`config.mk`:
```
export PLATFORM = sky130hd
export DESIGN_NAME = cdb_broadcaster
export DESIGN_NICKNAME = d
export VERILOG_FILES = /design/src/rtl/cdb_pkg.sv /design/src/rtl/rr_arbiter.sv /design/src/rtl/cdb_broadcaster.sv
export SDC_FILE = /design/constraint.sdc
export NUM_CORES = 1
export LEC_CHECK = 0
export CORE_AREA = 2 2 96 89
export DETAILED_ROUTE_END_ITERATION = 7
export DIE_AREA = 0 0 98 91
export DONT_BUFFER_PORTS = 1
export HOLD_SLACK_MARGIN = 0.12
export PLACE_DENSITY = 0.69
export SLEW_MARGIN = 20
export SYNTH_ARGS = -nofsm -noshare
export SYNTH_HDL_FRONTEND = slang
export SYNTH_SLANG_ARGS = --single-unit
```
`constraint.sdc`:
```
create_clock -name clock -period 8.2 [get_ports clock]
set_input_delay 0.41 -clock clock [delete_from_list [all_inputs] [get_ports clock]]
set_output_delay 0.41 -clock clock [all_outputs]
set_load 0.05 [all_outputs]
```
`src/rtl/cdb_pkg.sv`:
```
// Shared types and constants for the common data bus broadcaster.
package cdb_pkg;

    localparam int DEF_DATA_W = 16;
    localparam int DEF_REG_W  = 3;
    localparam int DEF_OP_W   = 4;

    localparam logic [DEF_OP_W-1:0] OP_ADD = 4'b0000;
    localparam logic [DEF_OP_W-1:0] OP_SUB = 4'b0001;
    localparam logic [DEF_OP_W-1:0] OP_LD  = 4'b0010;
    localparam logic [DEF_OP_W-1:0] OP_SD  = 4'b0011;

    typedef struct packed {
        logic [DEF_DATA_W-1:0] data;
        logic [DEF_REG_W-1:0]  dest;
        logic [DEF_OP_W-1:0]   op;
    } cdb_entry_t;

endpackage

```
`src/rtl/rr_arbiter.sv`:
```
// Round-robin arbiter: first requesting index at or after ptr, wrapping N-1 -> 0.
module rr_arbiter
    import cdb_pkg::*;
#(
    parameter int N = 3,
    parameter int W = $clog2(N)
) (
    input  logic [N-1:0] req,
    input  logic [W-1:0] ptr,
    output logic [N-1:0] grant,
    output logic [W-1:0] grantIdx,
    output logic         anyGrant
);

    always_comb begin
        int idx;
        idx      = 0;
        grant    = '0;
        grantIdx = '0;
        anyGrant = 1'b0;
        for (int k = 0; k < N; k++) begin
            idx = int'(ptr) + k;
            if (idx >= N) idx = idx - N;
            if (!anyGrant && req[idx]) begin
                anyGrant    = 1'b1;
                grant[idx]  = 1'b1;
                grantIdx    = idx[W-1:0];
            end
        end
    end

endmodule

```
`src/rtl/cdb_broadcaster.sv`:
```
// CDB producer: one holding buffer per source, round-robin grant, one broadcast per cycle.
// Optional statistics counters are enabled with the CDB_STATS_EN macro.
module cdb_broadcaster
    import cdb_pkg::*;
#(
    parameter int NUM_SRC = 3,
    parameter int DATA_W  = DEF_DATA_W,
    parameter int REG_W   = DEF_REG_W,
    parameter int OP_W    = DEF_OP_W,
    parameter int SRC_W   = $clog2(NUM_SRC)
) (
    input  logic                      clock,
    input  logic                      Reset,
    input  logic [NUM_SRC-1:0]        req_valid,
    input  logic [NUM_SRC*DATA_W-1:0] req_data,
    input  logic [NUM_SRC*REG_W-1:0]  req_dest,
    input  logic [NUM_SRC*OP_W-1:0]   req_op,
    output logic [NUM_SRC-1:0]        req_ready,
    input  logic                      cdb_hold,
    output logic                      cdb_valid,
    output logic [DATA_W-1:0]         cdb_data,
    output logic [REG_W-1:0]          cdb_dest,
    output logic [OP_W-1:0]           cdb_op,
    output logic [SRC_W-1:0]          cdb_src
`ifdef CDB_STATS_EN
    ,
    output logic [15:0]               bcast_count,
    output logic [15:0]               hold_count
`endif
);

    logic [NUM_SRC-1:0] full;
    logic [NUM_SRC-1:0] grant;
    logic [DATA_W-1:0]  bufData [NUM_SRC];
    logic [REG_W-1:0]   bufDest [NUM_SRC];
    logic [OP_W-1:0]    bufOp   [NUM_SRC];
    logic [SRC_W-1:0]   ptr;
    logic [SRC_W-1:0]   winner;
    logic               anyEligible;
    logic               doGrant;

    assign req_ready = ~full;
    assign doGrant   = anyEligible && !cdb_hold;

    // Arbitrating on the registered full vector keeps same-edge captures out of the race.
    rr_arbiter #(.N(NUM_SRC), .W(SRC_W)) arb (
        .req      (full),
        .ptr      (ptr),
        .grant    (grant),
        .grantIdx (winner),
        .anyGrant (anyEligible)
    );

    always_ff @(posedge clock or negedge Reset) begin
        if (!Reset) begin
            full <= '0;
            for (int i = 0; i < NUM_SRC; i++) begin
                bufData[i] <= '0;
                bufDest[i] <= '0;
                bufOp[i]   <= '0;
            end
        end else begin
            for (int i = 0; i < NUM_SRC; i++) begin
                if (doGrant && grant[i]) begin
                    full[i] <= 1'b0;
                end else if (req_valid[i] && !full[i]) begin
                    full[i]    <= 1'b1;
                    bufData[i] <= req_data[i*DATA_W +: DATA_W];
                    bufDest[i] <= req_dest[i*REG_W +: REG_W];
                    bufOp[i]   <= req_op[i*OP_W +: OP_W];
                end
            end
        end
    end

    always_ff @(posedge clock or negedge Reset) begin
        if (!Reset) begin
            cdb_valid <= 1'b0;
            cdb_data  <= '0;
            cdb_dest  <= '0;
            cdb_op    <= '0;
            cdb_src   <= '0;
            ptr       <= '0;
        end else if (!cdb_hold) begin
            if (anyEligible) begin
                cdb_valid <= 1'b1;
                cdb_data  <= bufData[winner];
                cdb_dest  <= bufDest[winner];
                cdb_op    <= bufOp[winner];
                cdb_src   <= winner;
                ptr       <= (winner == SRC_W'(NUM_SRC - 1)) ? '0 : winner + SRC_W'(1);
            end else begin
                cdb_valid <= 1'b0;
            end
        end
    end

`ifdef CDB_STATS_EN
    always_ff @(posedge clock or negedge Reset) begin
        if (!Reset) begin
            bcast_count <= '0;
            hold_count  <= '0;
        end else begin
            if (doGrant && bcast_count != 16'hFFFF) bcast_count <= bcast_count + 16'd1;
            if (cdb_hold && |full && hold_count != 16'hFFFF) hold_count <= hold_count + 16'd1;
        end
    end
`endif

endmodule

```
==> results of run 1 <==
## cells in the final DEF, fill, tap and decap left out, types with 2 or more instances in the layout
cell type	n
buf_4	3
nor2b_1	3
dfrtp_1	100
a31oi_1	2
ha_1	4
nor3b_4	2
a221o_1	23
o21ai_0	26
a21oi_1	4
and2_1	2
clkbuf_8	9
buf_8	2
o31ai_1	2
nand3_1	2
nand2_1	51
inv_6	3
nand4_1	2
a21o_1	4
inv_1	9
nor2_1	9
mux2i_1	2
mux2_2	72
nand2b_1	2
## metrics by stage
| step | std cells | util [%] | cell area (µm²) | power, mW | hold slack (ps) |
|---|---|---|---|---|---|
| after floorplan | 361 | - | 4430 | 1.76 | 114 |
| after global placement | 439 | 57.2 | 4500 | 1.94 | 117 |
| after detailed placement | 440 | 57.4 | 4520 | 1.97 | 118 |
| after CTS | 458 | 60.3 | 4750 | 2.28 | 144 |
| after global routing | 459 | 60.5 | 4760 | 2.43 | 162 |
| final | 459 | 60.5 | 4760 | 2.28 | 161 |
## state kept, by name, summed over array words and instances, names as in the netlist
signal,count
cdb_op,4
cdb_valid,1
bufOp,12
full,3
cdb_data,16
cdb_dest,3
bufDest,9
cdb_src,2
bufData,48
ptr,2
## cell usage after synthesis
library cell | number | area [µm²]
a2111o_1 | 1 | 11.3
a211oi_1 | 1 | 7.51
a21o_1 | 5 | 37.5
a21oi_1 | 4 | 20.0
a221o_1 | 23 | 230
a222oi_1 | 1 | 10.0
a22o_1 | 1 | 8.76
a31oi_1 | 2 | 12.5
a41oi_1 | 1 | 8.76
and2_1 | 2 | 12.5
and3b_1 | 1 | 8.76
buf_2 | 6 | 30.0
buf_4 | 1 | 7.51
buf_6 | 2 | 22.5
clkbuf_1 | 15 | 56.3
dfrtp_1 | 100 | 2500
ha_1 | 4 | 50.1
inv_1 | 9 | 33.8
mux2_1 | 1 | 11.3
mux2_2 | 72 | 811
mux2i_1 | 2 | 20.0
nand2_1 | 51 | 191
nand2b_1 | 2 | 12.5
nand3_1 | 2 | 10.0
nand3b_1 | 1 | 7.51
nand4_1 | 2 | 12.5
nor2_1 | 10 | 37.5
nor2b_1 | 3 | 18.8
nor3b_2 | 1 | 12.5
nor3b_4 | 1 | 18.8
nor4bb_1 | 1 | 10.0
o21a_1 | 1 | 7.51
o21ai_0 | 26 | 130
o21ba_2 | 1 | 10.0
o311ai_1 | 1 | 8.76
o31ai_1 | 3 | 22.5
or3b_2 | 1 | 8.76
## worst reg2reg max path, stage by stage (launching register included)
cell	delay, ps
dfrtp_1	410
inv_1	80
ha_1	510
mux2_2	380
a222oi_1	690
a21o_2	850
o21ba_2	300
nor3b_4	590
buf_8	250
mux2_2	350
## final timing paths
kind                       startpoint            to  slack, ps  cells after the start
hold / removal               cdb_hold     cdb_valid        160                      2
max in group asynchronous       Reset  cdb_data[14]       7140                      2
setup reg to reg               ptr[0]   bufData[46]       3690                      9
setup / recovery               ptr[0]   bufData[46]       3690                      9
min in group asynchronous       Reset     bufOp[11]        680                      2
hold reg to reg            bufDest[7]    bufDest[7]        500                      1
## cells by family (layout without fill, tap and decap cells)
| group | count (synthesis) | count (layout) | share of synthesized area (%) |
|---|---|---|---|
| flip-flops | 100 | 100 | 56.5 |
| buffers and inverters | 33 | 32 | 3.39 |
| adder cells (fa/ha/maj) | 4 | 4 | 1.13 |
| AO/OA/AOI/OAI | 71 | 71 | 11.9 |
| multiplexers | 75 | 75 | 19.0 |
| AND/OR/NAND/NOR | 78 | 78 | 8.16 |
## area by class of cell
class,count,area (µm²),area share (%)
timing repair buffer,7,90.1,1.89
multi-input combinational,228,1820,38.2
tap,99,124,2.60
clock buffer,9,124,2.60
clock inverter,7,67.6,1.42
sequential,100,2500,52.5
inverter,9,33.8,0.709
## layer usage
layer	routed length, µm	up-vias	global-route usage (%)
li1	-	1284	-
met1	4220	1394	30.3
met2	4330	80	33.1
met3	635	6	7.08
met4	55	0	5.09
met5	0	-	0
## power by group
| group | total (mW) | switching (mW) | leakage [nW] | internal (mW) |
|---|---|---|---|---|
| Clock | 0.301 | 0.183 | 0.0993 | 0.118 |
| Combinational | 0.864 | 0.445 | 0.748 | 0.420 |
| Sequential | 1.11 | 0.370 | 1.20 | 0.740 |
## what timing repair did
item	4_1_cts	5_1_grt
resized for setup	0	0
endpoints found under the hold margin	100	0
hold buffers	2	0
==> reports/metrics.csv, run 1 <==
stage,metric,value,unit
status,outcome,"finished, final reports clean",
power_and_ir_drop,P_leak,2.04,nW
drt,total iterations of the first detailed-routing run,5,
place,GPL Wtd Cong,0.831,
min_path,worst hold path class,input pin to register,
finish,Post-layout nets,434,
setup_path,CP cell instances,inv_1 -> ha_1 -> mux2_2 -> a222oi_1 -> a21o_2 -> o21ba_2 -> nor3b_4 -> buf_8 -> mux2_2,
place,hpwl dp,6.06,mm
power_and_ir_drop,pwr/cell area,478,mW/mm²
clocking,CTS tree,built,
clocking,# Post-CTS Setup Buffers,0,
sta,actual slew at the worst max-slew pin,1110,ps
clocking,clk sink count,100,
setup_path,"Slowest-stage cell, CP",a21o_2,
sta,max_slew headroom,25.9,%
floorplanning,chip width,98,µm
setup_path,delay of the slowest critical-path stage,850,ps
sta,max frequency,222,MHz
logic_synthesis,cells after synthesis,361,
clocking,cts bufs inserted,9,
clocking,clock root cell,clkbuf_8,
clocking,Worst-Skew Late Latency,360,ps
clocking,CTS Buffer Depth,2,
setup_path,CP startpoint kind,register,
drt,DRT Wirelength,9.25,mm
sta,max-slew violations,0,
logic_synthesis,"Distinct cells, synth",37,
sta,min cycle time layout,4510,ps
logic_synthesis,Mapped Nets,440,
setup_path,critical path peak fanout,54,
sta,ratio of final minimum period to clock period,55.0,%
drt,initial DRC count,86,
floorplanning,die area,0.00892,mm²
logic_synthesis,Syn Area/Cell,12.3,µm²
clocking,H-tree levels,3,
global_route,largest net degree at the start of global routing,101,
sta,Sum Neg Setup Slack,0,ps
finish,antenna diode count,0,
drt,detailed-route wire length per cell,20.1,µm
drt,Final ANT Viol Nets,0,
logic_synthesis,synthesis-stage register bit count,100,
floorplanning,core box area,0.00787,mm²
place,DP Worst Slack,3700,ps
power_and_ir_drop,VDD IR max,0.192,mV
logic_synthesis,Synth warnings,0,
global_route,initial antenna violation count,0,
place,Port Buffers,0,
global_route,GRT Residual Overflow,0,
setup_path,CP endpoint kind,register,
global_route,Tot GR Track Use,21.6,%
floorplanning,std cell rows,31,
global_route,number of global-route vias before repair,2811,
sta,Final Skew,9.54,ps
setup_path,"most used cell, CP",mux2_2,
logic_synthesis,sequential share of the synthesized area,56.5,%
finish,P&R area growth vs syn,7.45,%
setup_path,Worst Path Required,8450,ps
floorplanning,IO Pins,104,
drt,routed vias/inst,6.02,
finish,share of post-route cells with drive strength above 1,28.3,%
job,max cap viols,0,
clocking,Clock Pin Slew Worst Setup and Hold Paths,100,ps
setup_path,number of buffers and inverters on the critical path,2,
drt,Remaining DRCs,0,
setup_path,WP data arrival,4750,ps
floorplanning,Die H,91,µm
sta,Setup Viol. Count Final,0,
setup_path,"delay-heaviest family, CP",compound AO/OA/AOI/OAI gates,
finish,Layout fillers,641,
floorplanning,Initial Utilization,56.3,%
sta,fin worst setup slack,3690,ps
drt,vias post-DR,2764,
global_route,first-pass GRT wire length,15.2,mm
setup_path,critical path class,register to register,
sta,Hold Fails Final Rpt,0,
sta,RSZ-0062 raised after global routing,false,
logic_synthesis,Mapped Area,0.00443,mm²
Power figures use the tool's default switching activity.
==> inputs of run 2 (changes only) <==
--- a/config.mk
+++ b/config.mk
@@ -5,12 +5,13 @@
 export SDC_FILE = /design/constraint.sdc
 export NUM_CORES = 1
 export LEC_CHECK = 0
-export CORE_AREA = 2 2 96 89
+export ABC_AREA = 1
+export CORE_AREA = 2 2 100 93
 export DETAILED_ROUTE_END_ITERATION = 7
-export DIE_AREA = 0 0 98 91
+export DIE_AREA = 0 0 102 95
 export DONT_BUFFER_PORTS = 1
 export HOLD_SLACK_MARGIN = 0.12
-export PLACE_DENSITY = 0.69
+export PLACE_DENSITY = 0.71
 export SLEW_MARGIN = 20
 export SYNTH_ARGS = -nofsm -noshare
 export SYNTH_HDL_FRONTEND = slang
==> constraint.sdc (replaced) <==
create_clock -name clock -period 3.71 [get_ports clock]
set_input_delay 0.1855 -clock clock [delete_from_list [all_inputs] [get_ports clock]]
set_output_delay 0.1855 -clock clock [all_outputs]
set_load 0.05 [all_outputs]
==> run 2 against run 1 <==
Clock-buffer cell count increased by 1. Hold slack improved by 110 ps. Highest routed layer unchanged. Final area increased by 21%. First-iteration DRC count increased to 3.1 times the previous value. Maximum frequency increased by 46%. Die area increased by 8.7%.
==> reports/metrics.csv, run 2 <==
stage,metric,value,unit
logic_synthesis,Compound-Gate Fraction of Synth Area,6.22,%
setup_path,critical path peak fanout,31,
logic_synthesis,Synth area leaders,"dfrtp_1, nand2_1, nand3_1",
finish,most frequent cells in the layout,"nand2_1, nand3_1, dfrtp_1",
global_route,number of global-route vias before repair,3877,
finish,fin area,0.00575,mm²
clocking,Worst-Skew Late Latency,370,ps
power_and_ir_drop,Net Switching,2.95,mW
clocking,cts bufs inserted,9,
logic_synthesis,"Distinct cells, synth",31,
clocking,clk sink count,100,
place,placed cell area,0.00478,mm²
sta,Hold Fails Final Rpt,0,
setup_path,delay of the slowest critical-path stage,510,ps
logic_synthesis,Synth top cells by count,"nand2_1, nand3_1, dfrtp_1",
sta,max frequency,324,MHz
finish,top flop regs,"bufData (48), cdb_data (16), bufOp (12)",
sta,RSZ-0062 raised after global routing,false,
sta,min cycle time layout,3090,ps
logic_synthesis,Synth Area in Simple Gates,34.9,%
sta,max_slew headroom,29.1,%
logic_synthesis,XOR/XNOR share of the synthesized area,0,%
floorplanning,std cell rows,33,
place,DP Worst Slack,717,ps
sta,Setup Viol. Count Final,0,
place,hpwl dp,8.11,mm
sta,Min Hold Slack,266,ps
global_route,initial antenna violation count,0,
power_and_ir_drop,Comb power frac,44.5,%
finish,Layout fillers,759,
logic_synthesis,cells after synthesis,587,
floorplanning,Initial Utilization,54.9,%
setup_path,number of buffers and inverters on the critical path,2,
logic_synthesis,most numerous cell in the Yosys netlist,nand2_1,
finish,P&R area growth vs syn,19.6,%
logic_synthesis,ys flop type,dfrtp_1,
drt,Remaining DRCs,0,
logic_synthesis,Synth Area in Adders,1.04,%
sta,fin worst setup slack,623,ps
power_and_ir_drop,pwr/cell area,981,mW/mm²
floorplanning,core box area,0.00875,mm²
power_and_ir_drop,part of the power in registers,43.0,%
floorplanning,die area,0.00969,mm²
power_and_ir_drop,switching part of the total,52.3,%
logic_synthesis,"EDFF count, synth",0,
setup_path,CP endpoint kind,register,
logic_synthesis,synthesis-stage register bit count,100,
drt,detailed-route wire length per cell,16.2,µm
setup_path,"Slowest-stage cell, CP",nand2_2,
drt,routed vias/inst,5.40,
logic_synthesis,largest family of logic cells by synthesized area,simple AND/OR/NAND/NOR gates,
logic_synthesis,sequential share of the synthesized area,52.0,%
finish,share of post-route cells with drive strength above 1,8.01,%
logic_synthesis,ys async rst share,100,%
global_route,GRT Residual Overflow,0,
logic_synthesis,Synth warnings,0,
sta,ratio of final minimum period to clock period,83.2,%
power_and_ir_drop,Power Internal,2.69,mW
logic_synthesis,Yosys top cell area share,52.0,%
sta,Final Skew,17.8,ps
setup_path,Worst Path Required,4010,ps
clocking,# Post-CTS Setup Buffers,0,
power_and_ir_drop,Clock power frac,12.5,%
sta,max-slew violations,0,
global_route,largest net degree at the start of global routing,101,
place,Port Buffers,0,
drt,initial DRC count,267,
setup_path,WP data arrival,3390,ps
finish,max reg flops,48,
global_route,Tot GR Track Use,26.6,%
global_route,first-pass GRT wire length,19.9,mm
floorplanning,IO Pins,104,
drt,Final ANT Viol Nets,0,
setup_path,CP startpoint kind,register,
logic_synthesis,Syn Area/Cell,8.19,µm²
logic_synthesis,Synth area leader,dfrtp_1,
clocking,CTS Buffer Depth,2,
power_and_ir_drop,P_leak,2.89,nW
status,outcome,"finished, final reports clean",
clocking,CTS tree,built,
job,max cap viols,0,
floorplanning,chip width,102,µm
place,GPL Wtd Cong,0.934,
finish,antenna diode count,0,
setup_path,CP cell instances,inv_1 -> ha_1 -> o21ai_1 -> nand2_2 -> nand4_1 -> nand2_1 -> inv_2 -> nand2_2 -> nand2_2 -> nand2_1 -> nand2_1,
finish,"commonest non-fill, non-tap cell in the layout",nand2_1,
power_and_ir_drop,VDD IR max,0.410,mV
floorplanning,Die H,95,µm
min_path,worst hold path class,input pin to register,
clocking,clock root cell,clkbuf_8,
finish,Post-layout nets,724,
drt,vias post-DR,4165,
finish,largest register by flop count,bufData,
sta,Sum Neg Setup Slack,0,ps
setup_path,"delay-heaviest family, CP",simple AND/OR/NAND/NOR gates,
drt,total iterations of the first detailed-routing run,5,
clocking,H-tree levels,3,
drt,DRT Wirelength,12.5,mm
setup_path,critical path class,register to register,
logic_synthesis,Mapped Area,0.00481,mm²
sta,actual slew at the worst max-slew pin,1060,ps
logic_synthesis,Mapped Nets,666,
finish,Util after Layout,65.7,%
clocking,Clock Pin Slew Worst Setup and Hold Paths,100,ps
logic_synthesis,multiplexer share of the synthesized area,0,%
run 2: changes by cell type after synthesis, moves of 9 or more:
cell,previous run,this run
a21oi_2,0,9
nand3_1,2,103
mux2_2,72,0
nand2_1,51,235
buf_4,1,13
a21oi_1,4,25
o21ai_0,26,2
nor2_1,10,26
a221o_1,23,0
clkbuf_1,15,6
run 2: power groups by stage:
stage | clock, mW | combinational [mW] | sequential [mW]
after CTS | 0.716 | 2.48 | 2.42
after global placement | 0 | 2.31 | 2.44
after detailed placement | 0 | 2.39 | 2.44
after global routing | 0.760 | 2.84 | 2.48
final | 0.704 | 2.51 | 2.43
after floorplan | 0 | 2.06 | 2.31
run 2: cells by family (layout without fill, tap and decap cells):
group	Yosys count	count (layout)
flip-flops	100	100
AO/OA/AOI/OAI	47	47
AND/OR/NAND/NOR	385	385
buffers and inverters	51	113
adder cells (fa/ha/maj)	4	4
run 2: timing repair:
action,in CTS,in global routing
gates resized for setup,0,0
hold endpoints to repair,173,0
endpoints found under the setup margin,0,0
hold buffers,75,0
run 2: worst paths after layout:
kind	slack (ps)	end	depth (start not counted)	startpoint
max in group asynchronous	2900	bufDest[8]	2	Reset
min in group asynchronous	450	bufOp[2]	2	Reset
hold / removal	270	bufOp[10]	4	req_valid[0]
setup / recovery	620	bufData[27]	11	ptr[0]
setup reg to reg	620	bufData[27]	11	ptr[0]
hold reg to reg	480	bufData[20]	2	bufData[20]
run 2: metrics by stage:
step	cells	power (mW)
floorplan	587	4.37
global placement	681	4.75
detailed placement	681	4.83
CTS	771	5.62
global route	771	6.08
finish	771	5.64
run 2: layer usage:
metal / GRT usage, % / part of all wire [%] / vias up
met5: 0 / 0 / -
met4: 5.89 / 1.6 / 0
met3: 6.66 / 7.0 / 20
met2: 39.3 / 45 / 174
met1: 39.6 / 47 / 1958
li1: - / - / 2013
run 2: worst register-to-register path, cell delays in order (launching register included):
cell     delay, ps
dfrtp_1        380
inv_1           80
ha_1           400
o21ai_1        230
nand2_2        130
nand4_1        110
nand2_1         80
inv_2          430
nand2_2        440
nand2_2        510
nand2_1        110
nand2_1        100
run 2: area by class of cell:
cell class / instances / area [µm²] / area share, %
Clock inverter: 5 / 61.3 / 1.07
Multi-Input combinational cell: 436 / 2030 / 35.3
Clock buffer: 10 / 138 / 2.39
Sequential cell: 100 / 2500 / 43.5
Tap cell: 122 / 153 / 2.65
Inverter: 20 / 77.6 / 1.35
Timing Repair Buffer: 78 / 791 / 13.8
==> inputs of run 3 (changes only) <==
--- a/config.mk
+++ b/config.mk
@@ -5,10 +5,10 @@
 export SDC_FILE = /design/constraint.sdc
 export NUM_CORES = 1
 export LEC_CHECK = 0
-export ABC_AREA = 1
-export CORE_AREA = 2 2 100 93
+export ABC_AREA = 0
+export CORE_AREA = 2 2 96 89
 export DETAILED_ROUTE_END_ITERATION = 7
-export DIE_AREA = 0 0 102 95
+export DIE_AREA = 0 0 98 91
 export DONT_BUFFER_PORTS = 1
 export HOLD_SLACK_MARGIN = 0.12
 export PLACE_DENSITY = 0.71
==> constraint.sdc (replaced) <==
create_clock -name clock -period 2.7 [get_ports clock]
set_input_delay 0.135 -clock clock [delete_from_list [all_inputs] [get_ports clock]]
set_output_delay 0.135 -clock clock [all_outputs]
set_load 0.05 [all_outputs]
==> run 3 against run 2 <==
The run now ends with setup timing left. Register-to-register slack worse by 750 ps. Flip-flop and latch count unchanged. Via count down 18%. Clock power up 31%. Largest power group unchanged. Routed wire length up 1.9%. Critical endpoint is now bufData[29]. Critical path type unchanged. Final area up 8.4%. Highest routed layer unchanged.
==> reports/metrics.csv, run 3 (synthesis gave the netlist of run 1 again) <==
stage,metric,value,unit
sta,Final Skew,8.30,ps
finish,largest register by flop count,bufData,
power_and_ir_drop,total power,8.27,mW
power_and_ir_drop,part of the power in registers,41.0,%
drt,DRT Wirelength,12.7,mm
finish,Post-layout nets,548,
clocking,Worst-Skew Late Latency,360,ps
finish,"commonest non-fill, non-tap cell in the layout",dfrtp_1,
global_route,largest net degree at the start of global routing,101,
drt,vias post-DR,3398,
clocking,CTS tree,built,
setup_path,critical path class,register to register,
clocking,CTS Buffer Depth,2,
setup_path,end of the worst register-to-register path,bufData[29],
setup_path,Worst Path Required,2960,ps
setup_path,CP endpoint kind,register,
global_route,first-pass GRT wire length,19.5,mm
floorplanning,IO Pins,104,
min_path,Hold Path Origin,cdb_hold,
place,Port Buffers,0,
sta,max_slew headroom,61.7,%
setup_path,CP startpoint kind,register,
power_and_ir_drop,pwr/cell area,1330,mW/mm²
floorplanning,die area,0.00892,mm²
global_route,GRT Residual Overflow,0,
global_route,Tot GR Track Use,28.1,%
floorplanning,std cell rows,31,
place,GPL Wtd Cong,0.920,
setup_path,Reg-to-Reg Start,ptr[1],
clocking,clk sink count,100,
min_path,worst hold path class,input pin to register,
clocking,clock root cell,clkbuf_8,
finish,top flop regs,"bufData (48), cdb_data (16), bufOp (12)",
setup_path,R2R Setup Slk,-120,ps
drt,detailed-route wire length per cell,22.2,µm
min_path,Hold Path Sink,full[0],
sta,ratio of final minimum period to clock period,105,%
place,DP Worst Slack,-44.2,ps
sta,min cycle time layout,2820,ps
finish,P&R area growth vs syn,40.7,%
power_and_ir_drop,Net Switching,3.52,mW
setup_path,WP data arrival,3080,ps
drt,Remaining DRCs,0,
power_and_ir_drop,Power Internal,4.75,mW
sta,actual slew at the worst max-slew pin,571,ps
place,hpwl dp,7.00,mm
sta,max-slew violations,0,
sta,max frequency,354,MHz
drt,Final ANT Viol Nets,0,
global_route,number of global-route vias before repair,3746,
drt,total iterations of the first detailed-routing run,6,
clocking,cts bufs inserted,9,
power_and_ir_drop,Clock power frac,11.1,%
floorplanning,chip width,98,µm
drt,routed vias/inst,5.93,
floorplanning,core box area,0.00787,mm²
clocking,H-tree levels,3,
power_and_ir_drop,switching part of the total,42.6,%
clocking,Clock Pin Slew Worst Setup and Hold Paths,100,ps
setup_path,critical path peak fanout,5,
sta,Setup Viol. Count Final,62,
setup_path,R2R cell count,10,
power_and_ir_drop,VDD IR max,0.725,mV
finish,share of post-route cells with drive strength above 1,31.4,%
sta,fin worst setup slack,-123,ps
power_and_ir_drop,Comb power frac,47.8,%
floorplanning,Initial Utilization,56.3,%
drt,initial DRC count,123,
power_and_ir_drop,P_leak,2.77,nW
finish,most frequent cells in the layout,"dfrtp_1, dlygate4sd3_1, nand2_1",
sta,RSZ-0062 raised after global routing,true,
status,outcome,finished with violations,
sta,Hold Fails Final Rpt,0,
global_route,initial antenna violation count,0,
min_path,hold depth,3,
floorplanning,Die H,91,µm
finish,max reg flops,48,
finish,antenna diode count,0,
status,failing checks,setup timing,
job,max cap viols,0,
==> run 3: through the flow <==
step / instance area, µm² / setup TNS (ps) / hold WS (ps) / util (%) / std cells
4_1_cts: 5990 / -2420 / 125 / 76.0 / 566
5_1_grt: 6240 / -12490 / 143 / 79.2 / 573
3_3_place_gp: 4880 / -1150 / -159 / 62.0 / 468
3_5_place_dp: 4880 / -1320 / -159 / 62.0 / 468
6_report: 6240 / -3560 / 143 / 79.2 / 573
2_1_floorplan: 4600 / -4100 / -161 / - / 361
==> run 3: routing by layer <==
layer	share of wire (%)	GRT usage [%]
met4	2.2	10.4
met5	0	0
met1	40	36.3
met3	6.5	6.39
met2	51	46.7
==> run 3: layout make-up <==
class	instances	area [µm²]
flip-flops and latches	100	2500
multi-input cells	228	2060
fillers	470	1640
repair buffers	121	1330
clock buffers	9	124
well taps	99	124
clock inverters	7	63.8
inverters	9	33.8
==> run 3: worst max-delay path by stage <==
| stage | start | end | slack, ps |
|---|---|---|---|
| finish | ptr[1] | bufData[29] | -120 |
| global route | ptr[1] | bufOp[7] | -220 |
| CTS | ptr[1] | bufData[36] | -60 |
| detailed placement | ptr[1] | bufData[29] | -40 |
| global placement | ptr[0] | bufData[12] | -60 |
| floorplan | ptr[0] | bufData[32] | -190 |
==> run 3: power groups by stage <==
stage	Sequential, mW	Clock, mW	Combinational (mW)
global placement	3.36	0	3.13
detailed placement	3.39	0	3.20
CTS	3.36	0.932	3.49
floorplan	3.23	0	2.35
global route	3.47	0.983	4.22
finish	3.39	0.920	3.96
==> run 3: repair_timing <==
| item | 4_1_cts | 5_1_grt |
|---|---|---|
| gates resized for setup | 18 | 30 |
| hold buffers | 76 | 0 |
| gates cloned | 2 | 7 |
| pin swaps | 0 | 12 |
| setup endpoints to repair | 66 | 93 |
| endpoints found under the hold margin | 174 | 0 |
| setup buffers | 4 | 3 |
==> run 3: critical path: stages, from the launching register on <==
cell,delay [ps]
dfrtp_1,430
inv_1,130
ha_4,160
mux2_2,350
mux2_2,330
a2111o_1,420
a21oi_2,210
nor3b_4,70
buf_6,140
clkbuf_16,160
mux2_4,300
